**config.mk**
```make
export PLATFORM = sky130hd
export DESIGN_NAME = apb_qch_isolator_flat
export DESIGN_NICKNAME = d
export VERILOG_FILES = /design/src/rtl/apb_qch_isolator_if.sv /design/src/rtl/apb_qch_isolator.sv /design/src/flat_wrapper.sv
export SDC_FILE = /design/constraint.sdc
export NUM_CORES = 1
export LEC_CHECK = 0
export CORE_AREA = 2 2 77 79
export DETAILED_ROUTE_END_ITERATION = 10
export DIE_AREA = 0 0 79 81
export GPL_TIMING_DRIVEN = 0
export PLACE_DENSITY = 0.81
export SYNTH_ARGS = -nofsm -noshare
export SYNTH_HDL_FRONTEND = slang
export SYNTH_SLANG_ARGS = --single-unit
```
**constraint.sdc**
```tcl
create_clock -name pclk_i -period 1.75 [get_ports pclk_i]
set_input_delay 0.35 -clock pclk_i [delete_from_list [all_inputs] [get_ports pclk_i]]
set_output_delay 0.35 -clock pclk_i [all_outputs]
set_load 0.005 [all_outputs]
```
**src/rtl/apb_qch_isolator_if.sv**
```systemverilog
// rtl/apb_qch_isolator_if.sv - APB request/response bundle for both sides of the Q-channel isolator
interface apb_qch_isolator_if #(
  parameter int AW = 20,
  parameter int DW = 32
);
  logic [AW-1:0]   s_paddr_i;
  logic [2:0]      s_pprot_i;
  logic            s_psel_i;
  logic            s_penable_i;
  logic            s_pwrite_i;
  logic [DW-1:0]   s_pwdata_i;
  logic [DW/8-1:0] s_pstrb_i;
  logic            s_pready_o;
  logic [DW-1:0]   s_prdata_o;
  logic            s_pslverr_o;

  logic [AW-1:0]   m_paddr_o;
  logic [2:0]      m_pprot_o;
  logic            m_psel_o;
  logic            m_penable_o;
  logic            m_pwrite_o;
  logic [DW-1:0]   m_pwdata_o;
  logic [DW/8-1:0] m_pstrb_o;
  logic            m_pready_i;
  logic [DW-1:0]   m_prdata_i;
  logic            m_pslverr_i;

  // Isolator view: upstream request and downstream response come in.
  modport slave (
    input  s_paddr_i, s_pprot_i, s_psel_i, s_penable_i, s_pwrite_i, s_pwdata_i, s_pstrb_i,
    input  m_pready_i, m_prdata_i, m_pslverr_i,
    output s_pready_o, s_prdata_o, s_pslverr_o,
    output m_paddr_o, m_pprot_o, m_psel_o, m_penable_o, m_pwrite_o, m_pwdata_o, m_pstrb_o
  );

  // Environment view: requester plus completer around the isolator.
  modport master (
    output s_paddr_i, s_pprot_i, s_psel_i, s_penable_i, s_pwrite_i, s_pwdata_i, s_pstrb_i,
    output m_pready_i, m_prdata_i, m_pslverr_i,
    input  s_pready_o, s_prdata_o, s_pslverr_o,
    input  m_paddr_o, m_pprot_o, m_psel_o, m_penable_o, m_pwrite_o, m_pwdata_o, m_pstrb_o
  );
endinterface

```
**src/rtl/apb_qch_isolator.sv**
```systemverilog
// rtl/apb_qch_isolator.sv - APB4 isolation bridge driven by a Q-channel quiescence handshake
// Clamps the completer side once the bus has been idle long enough; answers upstream locally while clamped.
module apb_qch_isolator #(
  parameter int AW            = 20,
  parameter int DW            = 32,
  parameter int IDLE_CYC      = 4,
  parameter bit DENY_EN       = 1'b1,
  parameter bit ERR_RESP      = 1'b1,
  parameter bit RESET_STOPPED = 1'b1
) (
  input  logic                 pclk_i,
  input  logic                 presetn_i,
  input  logic                 qreqn_i,
  output logic                 qacceptn_o,
  output logic                 qdeny_o,
  output logic                 qactive_o,
  apb_qch_isolator_if.slave    apb
);

  localparam int CW = (IDLE_CYC < 1) ? 1 : $clog2(IDLE_CYC + 1);
  localparam logic [CW-1:0] CNT_MAX = CW'(IDLE_CYC);

  typedef enum logic [2:0] {
    Q_RUN     = 3'd0,
    Q_REQUEST = 3'd1,
    Q_STOPPED = 3'd2,
    Q_EXIT    = 3'd3,
    Q_DENIED  = 3'd4
  } q_state_t;

  q_state_t        r_state;
  logic            r_iso;
  logic            r_qacceptn;
  logic            r_qdeny;
  logic            r_qactive;
  logic [CW-1:0]   r_cnt;
  logic            r_done;

  logic            w_s_pready;
  logic            w_xfer_done;

  assign w_s_pready  = r_iso ? 1'b1 : apb.m_pready_i;
  assign w_xfer_done = apb.s_psel_i & apb.s_penable_i & w_s_pready;

  // r_done marks a transfer that completed after the request arrived, so only later ones deny.
  always_ff @(posedge pclk_i or negedge presetn_i) begin
    if (!presetn_i) begin
      r_state    <= RESET_STOPPED ? Q_STOPPED : Q_RUN;
      r_iso      <= RESET_STOPPED;
      r_qacceptn <= ~RESET_STOPPED;
      r_qdeny    <= 1'b0;
      r_qactive  <= 1'b0;
      r_cnt      <= '0;
      r_done     <= 1'b0;
    end else begin
      r_qactive <= apb.s_psel_i;
      unique case (r_state)
        Q_RUN: begin
          if (!qreqn_i) begin
            r_state <= Q_REQUEST;
            r_cnt   <= '0;
            r_done  <= 1'b0;
          end
        end
        Q_REQUEST: begin
          if (qreqn_i) begin
            r_state <= Q_RUN;
          end else if (apb.s_psel_i) begin
            r_cnt <= '0;
            if (w_xfer_done) r_done <= 1'b1;
            if (DENY_EN && ((r_cnt != '0) || r_done)) begin
              r_state <= Q_DENIED;
              r_qdeny <= 1'b1;
            end
          end else if (r_cnt == CNT_MAX) begin
            r_state    <= Q_STOPPED;
            r_iso      <= 1'b1;
            r_qacceptn <= 1'b0;
          end else begin
            r_cnt <= r_cnt + 1'b1;
          end
        end
        Q_STOPPED: begin
          if (qreqn_i) r_state <= Q_EXIT;
        end
        Q_EXIT: begin
          // Leave only between transfers or on the access edge of a local one.
          if (!apb.s_psel_i || (apb.s_penable_i && w_s_pready)) begin
            r_state    <= Q_RUN;
            r_iso      <= 1'b0;
            r_qacceptn <= 1'b1;
          end
        end
        Q_DENIED: begin
          if (qreqn_i) begin
            r_state <= Q_RUN;
            r_qdeny <= 1'b0;
          end
        end
        default: begin
          r_state    <= Q_RUN;
          r_iso      <= 1'b0;
          r_qacceptn <= 1'b1;
          r_qdeny    <= 1'b0;
        end
      endcase
    end
  end

  assign qacceptn_o = r_qacceptn;
  assign qdeny_o    = r_qdeny;
  assign qactive_o  = r_qactive;

  assign apb.m_paddr_o   = r_iso ? {AW{1'b0}}   : apb.s_paddr_i;
  assign apb.m_pprot_o   = r_iso ? 3'b000       : apb.s_pprot_i;
  assign apb.m_psel_o    = r_iso ? 1'b0         : apb.s_psel_i;
  assign apb.m_penable_o = r_iso ? 1'b0         : apb.s_penable_i;
  assign apb.m_pwrite_o  = r_iso ? 1'b0         : apb.s_pwrite_i;
  assign apb.m_pwdata_o  = r_iso ? {DW{1'b0}}   : apb.s_pwdata_i;
  assign apb.m_pstrb_o   = r_iso ? {(DW/8){1'b0}} : apb.s_pstrb_i;

  assign apb.s_pready_o  = w_s_pready;
  assign apb.s_prdata_o  = r_iso ? {DW{1'b0}} : apb.m_prdata_i;
  assign apb.s_pslverr_o = r_iso ? ERR_RESP   : apb.m_pslverr_i;

endmodule

```
**src/flat_wrapper.sv**
```systemverilog
// flat-port wrapper written by rule: the top's interface ports become plain ports
module apb_qch_isolator_flat 
#(
  parameter int AW            = 20,
  parameter int DW            = 32,
  parameter int IDLE_CYC      = 4,
  parameter bit DENY_EN       = 1'b1,
  parameter bit ERR_RESP      = 1'b1,
  parameter bit RESET_STOPPED = 1'b1
)
  (pclk_i, presetn_i, qreqn_i, qacceptn_o, qdeny_o, qactive_o, apb_s_paddr_i, apb_s_pprot_i, apb_s_psel_i, apb_s_penable_i, apb_s_pwrite_i, apb_s_pwdata_i, apb_s_pstrb_i, apb_m_pready_i, apb_m_prdata_i, apb_m_pslverr_i, apb_s_pready_o, apb_s_prdata_o, apb_s_pslverr_o, apb_m_paddr_o, apb_m_pprot_o, apb_m_psel_o, apb_m_penable_o, apb_m_pwrite_o, apb_m_pwdata_o, apb_m_pstrb_o);
  apb_qch_isolator_if #(.AW(AW), .DW(DW)) apb_i ();
  input  logic pclk_i;
  input  logic presetn_i;
  input  logic qreqn_i;
  output logic qacceptn_o;
  output logic qdeny_o;
  output logic qactive_o;
  input wire logic [$bits(apb_i.s_paddr_i)-1:0] apb_s_paddr_i;
  input wire logic [$bits(apb_i.s_pprot_i)-1:0] apb_s_pprot_i;
  input wire logic [$bits(apb_i.s_psel_i)-1:0] apb_s_psel_i;
  input wire logic [$bits(apb_i.s_penable_i)-1:0] apb_s_penable_i;
  input wire logic [$bits(apb_i.s_pwrite_i)-1:0] apb_s_pwrite_i;
  input wire logic [$bits(apb_i.s_pwdata_i)-1:0] apb_s_pwdata_i;
  input wire logic [$bits(apb_i.s_pstrb_i)-1:0] apb_s_pstrb_i;
  input wire logic [$bits(apb_i.m_pready_i)-1:0] apb_m_pready_i;
  input wire logic [$bits(apb_i.m_prdata_i)-1:0] apb_m_prdata_i;
  input wire logic [$bits(apb_i.m_pslverr_i)-1:0] apb_m_pslverr_i;
  output wire logic [$bits(apb_i.s_pready_o)-1:0] apb_s_pready_o;
  output wire logic [$bits(apb_i.s_prdata_o)-1:0] apb_s_prdata_o;
  output wire logic [$bits(apb_i.s_pslverr_o)-1:0] apb_s_pslverr_o;
  output wire logic [$bits(apb_i.m_paddr_o)-1:0] apb_m_paddr_o;
  output wire logic [$bits(apb_i.m_pprot_o)-1:0] apb_m_pprot_o;
  output wire logic [$bits(apb_i.m_psel_o)-1:0] apb_m_psel_o;
  output wire logic [$bits(apb_i.m_penable_o)-1:0] apb_m_penable_o;
  output wire logic [$bits(apb_i.m_pwrite_o)-1:0] apb_m_pwrite_o;
  output wire logic [$bits(apb_i.m_pwdata_o)-1:0] apb_m_pwdata_o;
  output wire logic [$bits(apb_i.m_pstrb_o)-1:0] apb_m_pstrb_o;
  assign apb_i.s_paddr_i = apb_s_paddr_i;
  assign apb_i.s_pprot_i = apb_s_pprot_i;
  assign apb_i.s_psel_i = apb_s_psel_i;
  assign apb_i.s_penable_i = apb_s_penable_i;
  assign apb_i.s_pwrite_i = apb_s_pwrite_i;
  assign apb_i.s_pwdata_i = apb_s_pwdata_i;
  assign apb_i.s_pstrb_i = apb_s_pstrb_i;
  assign apb_i.m_pready_i = apb_m_pready_i;
  assign apb_i.m_prdata_i = apb_m_prdata_i;
  assign apb_i.m_pslverr_i = apb_m_pslverr_i;
  assign apb_s_pready_o = apb_i.s_pready_o;
  assign apb_s_prdata_o = apb_i.s_prdata_o;
  assign apb_s_pslverr_o = apb_i.s_pslverr_o;
  assign apb_m_paddr_o = apb_i.m_paddr_o;
  assign apb_m_pprot_o = apb_i.m_pprot_o;
  assign apb_m_psel_o = apb_i.m_psel_o;
  assign apb_m_penable_o = apb_i.m_penable_o;
  assign apb_m_pwrite_o = apb_i.m_pwrite_o;
  assign apb_m_pwdata_o = apb_i.m_pwdata_o;
  assign apb_m_pstrb_o = apb_i.m_pstrb_o;
  apb_qch_isolator #(.AW(AW), .DW(DW), .IDLE_CYC(IDLE_CYC), .DENY_EN(DENY_EN), .ERR_RESP(ERR_RESP), .RESET_STOPPED(RESET_STOPPED)) u_core (.pclk_i(pclk_i), .presetn_i(presetn_i), .qreqn_i(qreqn_i), .qacceptn_o(qacceptn_o), .qdeny_o(qdeny_o), .qactive_o(qactive_o), .apb(apb_i));
endmodule
```
Word level (Yosys, flattened, before mapping) --
Index checks and enable logic that the tools add are counted.
Word-level totals: bits in registers 11, bits of input ports 99, logic and storage cells 88
Cells by class: $add $sub $neg 1, equality and inequality tests 18, mux-type cells 44, bitwise gates (word level) 4, reduce and logical (&&, ||, !) cells 14
Operators with widths (count):
- $mux 32 | 2
- $mux 3 | 13
- $mux 1 | 21
- $mux 20 | 1
- $pmux 3 s5 | 1
- $reduce_and 5->1 | 3
- $ne 2x2->1 const B | 6
- $pmux 1 s3 | 3
- $ne 2x1->1 const B | 4
- $ne 4x3->1 const B | 2
- $eq 3x2->1 const B | 2
- $eq 3x3->1 const B | 2
- $pmux 3 s2 | 1
- $reduce_and 6->1 | 1
- $reduce_or 3->1 | 2
- $mux 4 | 1
- $reduce_and 4->1 | 1
- $add 3x1->3 const B | 1
- $eq 3x1->1 const B | 1
- $logic_not 3->1 | 1
- $ne 3x3->1 const B | 1
- $reduce_bool 3->1 | 1
- $and 1x1->1 | 2
- $logic_or 1x1->1 | 2
- 5 further kinds | 6

Depth between registers and ports, before layout --
word-level depth 6, gate-level depth with buffers 6

Worst setup path before layout --
Ideal clock, no wire load.
path type register to output, start point register u_core.r_iso, end point output apb_m_pstrb_o[0], arrival 1.096 ns, slack 0.304 ns, cell stages (with the launch flop) 4, path buffers 2, cells stage by stage dfstp_2 buf_1 buf_2 nor2b_1
Between the ends: longest elaborated chain between the ends 1
Ends and longest elaborated chain:
- start: declaration | line apb_qch_isolator.sv:32 | logic r_iso;
- start signal: assignment | line apb_qch_isolator.sv:49 | r_iso <= RESET_STOPPED;
- start signal: assignment | line apb_qch_isolator.sv:77 | r_iso <= 1'b1;
- start signal: assignment | line apb_qch_isolator.sv:90 | r_iso <= 1'b0;
- $mux 4 | line apb_qch_isolator.sv:120 | assign apb.m_pstrb_o = r_iso ? {(DW/8){1'b0}} : apb.s_pstrb_i;
- end: declaration | line flat_wrapper.sv:38 | output wire logic [$bits(apb_i.m_pstrb_o)-1:0] apb_m_pstrb_o;
Every way passes these cells.

Final worst setup path --
start point register u_core.r_iso, end point output apb_s_prdata_o[1]
Between the ends: longest elaborated chain between the ends 1
Ends and longest elaborated chain:
- $mux 32 | line apb_qch_isolator.sv:123 | assign apb.s_prdata_o = r_iso ? {DW{1'b0}} : apb.m_prdata_i;
- end: declaration | line flat_wrapper.sv:30 | output wire logic [$bits(apb_i.s_prdata_o)-1:0] apb_s_prdata_o;
Every way passes these cells.

==> results by group <==
Power
  – Net switching fraction of the power: 0.2832
  – Register share of total power: 0.228
  – Net switching power of the design: 0.0003812 W
  – Clock power frac: 0.190
  – Leak: 1.637 nW
  – Power Dens Cells: 380.9 mW/mm2
  – Pint: 0.0009650 W
  – Share of power burned in combinational logic: 0.582
  – Worst vdd rail ir drop: 0.4158 mV

Synthesis
  – Cells after synthesis: 167
  – Number of enable flip-flop cells after synthesis: 0
  – Synthesized area per cell: 7.417 um2
  – Net count after synthesis: 268
  – Seq cells post-synth: 11
  – Main synth FF type: dfrtp_1
  – Post-synthesis instance area: 0.001239 mm2
  – Share of the yosys chip area belonging to registers: 0.2242
  – Number of warnings issued by yosys: 0
  – Number of unique standard cell types used by synthesis: 32
  – Async set-or-reset flop fraction in the synthesized netlist: 1.000

Global routing
  – Met1 track demand over resource in global routing: 0.2042
  – Initial antenna violation count: 0
  – Top Usage Layer GRT: met2
  – GR met2 Demand/Resource: 0.3644
  – Met3 usage: 0.08778
  – Total congestion overflow after global routing: 0
  – Vias in the first global route: 1,859
  – Largest net degree at the start of global routing: 12
  – Overall fraction of global-route tracks in use: 0.1951
  – Global-route wire length before repair: 9701 um

Detailed routing
  – Total wirelength of the detailed-routed design: 6983 um
  – Via/cell ratio: 4.144
  – Vias after detailed routing: 1,956
  – Post-DR wirelength/cell: 14.79 um
  – Antenna Nets Post-Route: 0
  – Number of design-rule violations left by the first detailed-router iteration: 34
  – Number of search-and-repair iterations in the first detailed-routing pass: 4
  – DRC: 0

Timing
  – Final hold vios: 0
  – Time the worst path needs with I/O delays and setup: 1900 ps
  – Skew final: 3.482 ps
  – Final number of max-transition violations: 0
  – RSZ-0062 raised after global routing: yes
  – Final clock period utilization by the worst path: 1.086
  – Slew at the pin closest to its max-slew limit: 490.6 ps
  – Fin worst setup slack: -150.4 ps
  – Worst slew margin relative to its limit: 0.6719
  – Final-report setup violation count: 56
  – F_max: 0.5262 GHz

Setup path
  – Kind of end point of the critical path: output port
  – Setup Crit Path Kind: reg2out
  – Largest fanout of any net on the critical path: 10
  – Arrival time of the worst setup path: 1550 ps
  – Type of element launching the critical path: flip-flop
  – Cells traversed along the worst timing path: buf_4 > nor2b_1 > clkdlybuf4s50_1
  – Data required time of the worst path: 1400 ps
  – Max stage delay on crit path: 600 ps
  – Slowest stage cell, crit path: dfstp_2

Clock tree
  – Total clock buffers created by CTS: 3
  – Clk slew on worst S/H paths: 50 ps
  – Count of clock tree sinks: 11
  – Later-pin clock latency in the skew report: 240 ps
  – Maximum buffer depth of the clock tree: 2
  – Master cell of the clock root buffer: clkbuf_8
  – Clock tree from TritonCTS: built
  – Deepest level of the CTS H-tree: 1

Floorplan
  – Die area: 0.006399 mm2
  – Core area: 0.005675 mm2
  – I/O pin total: 198
  – Die W: 79 um
  – Site Rows: 28
  – Overall die height: 81 um
  – Initial standard-cell utilization of the core: 0.2183

Finish
  – Non-Filler Instances: 472
  – Area Overhead vs Synth: 185.4%
  – Antenna diodes: 0
  – Layout cells sized above 1: 0.2972
  – Fill cell count: 512
  – Layout Nets: 499

Run status
  – Failing checks: setup timing
  – Outcome: finished with violations

Place
  – Final weighted congestion in routability-driven placement: 0.8213
  – Worst-case setup slack after placement: -393.1 ps
  – HPWL Detailed: 5740 um
  – Buffers added on ports: 197
  – Placed cell count: 439

Job
  – Max-cap violations: 0

Hold path
  – Class of the most critical hold timing path: in2async
## logic make-up (layout without fill, tap and decap cells)
kind of cell,Yosys count,after routing,synth area share
AND/OR/NAND/NOR,114,114,0.5566
buffers and inverters,15,245,0.05252
multiplexers,1,1,0.009090
flip-flops,11,11,0.2242
AO/OA/AOI/OAI,24,24,0.1374
adder cells (fa/ha/maj),2,2,0.02020
## layout make-up
| class | count | area (um2) | area share |
|---|---|---|---|
| buffer | 10 | 103.9 | 0.02938 |
| inverter | 4 | 15.01 | 0.004248 |
| timing repair buffer | 227 | 2048 | 0.5795 |
| sequential | 11 | 277.8 | 0.07858 |
| multi-input combinational | 141 | 950.9 | 0.2690 |
| tap | 75 | 93.84 | 0.02655 |
| clock buffer | 4 | 45.04 | 0.01274 |
## per-layer routing
layer	routed length (um)	vias up
met5	0	-
met4	72	0
met3	814	5
met2	3608	88
met1	2487	869
li1	-	994
## layout by cell type (no fill, tap or decap), types with 2 or more instances in the layout
| cell | n |
|---|---|
| a21o_1 | 2 |
| a21oi_1 | 6 |
| buf_2 | 44 |
| buf_4 | 9 |
| buf_6 | 32 |
| buf_8 | 2 |
| clkbuf_2 | 7 |
| clkbuf_8 | 4 |
| clkdlybuf4s15_1 | 3 |
| clkdlybuf4s50_1 | 130 |
| dfrtp_1 | 9 |
| dfstp_2 | 2 |
| dlygate4sd2_1 | 7 |
| ha_1 | 2 |
| inv_1 | 3 |
| nand2_1 | 7 |
| nand3_1 | 2 |
| nor2_1 | 5 |
| nor2b_1 | 85 |
| nor2b_2 | 4 |
| nor2b_4 | 6 |
| o21ai_0 | 5 |
| or2_2 | 2 |
## worst max-delay path: cells and delay by family, from the launching register on
family                 cells  cell delay, ps
AND/OR/NAND/NOR            1              50
buffers and inverters      2             660
flip-flops                 1             600
## synthesized netlist by cell type, types with 2 or more instances
cell type	instances	area [um2]
or2_2	2	12.51
nor2_1	5	18.77
nand3_1	2	10.01
a21o_1	2	15.01
clkbuf_1	5	18.77
nor2b_1	95	594.3
buf_2	4	20.02
dfrtp_1	9	225.2
ha_1	2	25.02
a21oi_1	6	30.03
nand2_1	7	26.28
o21ai_0	5	25.02
inv_1	3	11.26
dfstp_2	2	52.55
## sequential cells by signal, summed over array words and instances (netlist names)
register	flops
u_core.qacceptn_o	1
u_core.qactive_o	1
u_core.qdeny_o	1
u_core.r_cnt	3
u_core.r_done	1
u_core.r_iso	1
u_core.r_state	3
## worst paths after layout
check	startpoint	to	slack, ps	cells after the start
max	u_core.r_iso	apb_s_prdata_o[1]	-150	3
max reg2reg	u_core.r_cnt[0]	u_core.r_iso	250	6
min reg2reg	u_core.qacceptn_o	u_core.qacceptn_o	520	2
max in group asynchronous	presetn_i	u_core.r_iso	950	1
min in group pclk_i	u_core.qacceptn_o	u_core.qacceptn_o	520	2
min	presetn_i	u_core.qdeny_o	440	1
## timing repair
item                                    CTS  global route
gates cloned                              1             0
gates resized for setup                 267            40
setup buffers                            28             5
endpoints found under the setup margin   96            89
hold buffers                              0             0
## power by group through the flow
| stage | clock (W) | combinational (W) | sequential [W] |
|---|---|---|---|
| floorplan | 0 | 0.000231 | 0.000306 |
| global placement | 0 | 0.000758 | 0.000310 |
| detailed placement | 0 | 0.000769 | 0.000310 |
| CTS | 0.000260 | 0.000766 | 0.000307 |
| global route | 0.000276 | 0.000846 | 0.000312 |
| finish | 0.000256 | 0.000783 | 0.000307 |
## metrics by stage
step                      setup TNS, ps  total power [W]  utilization  area, um2  hold WS (ps)
after floorplan                       0        0.0005369            -       1239         54.41
after global placement           -20170         0.001068       0.5822       3304         509.1
after detailed placement         -20510         0.001080       0.5822       3304         515.0
after CTS                         -8734         0.001334       0.6144       3487         456.7
after global routing              -9270         0.001435       0.6228       3535         502.6
final                             -4747         0.001346       0.6228       3535         441.9
No activity file was read; power rests on OpenSTA's default activity.
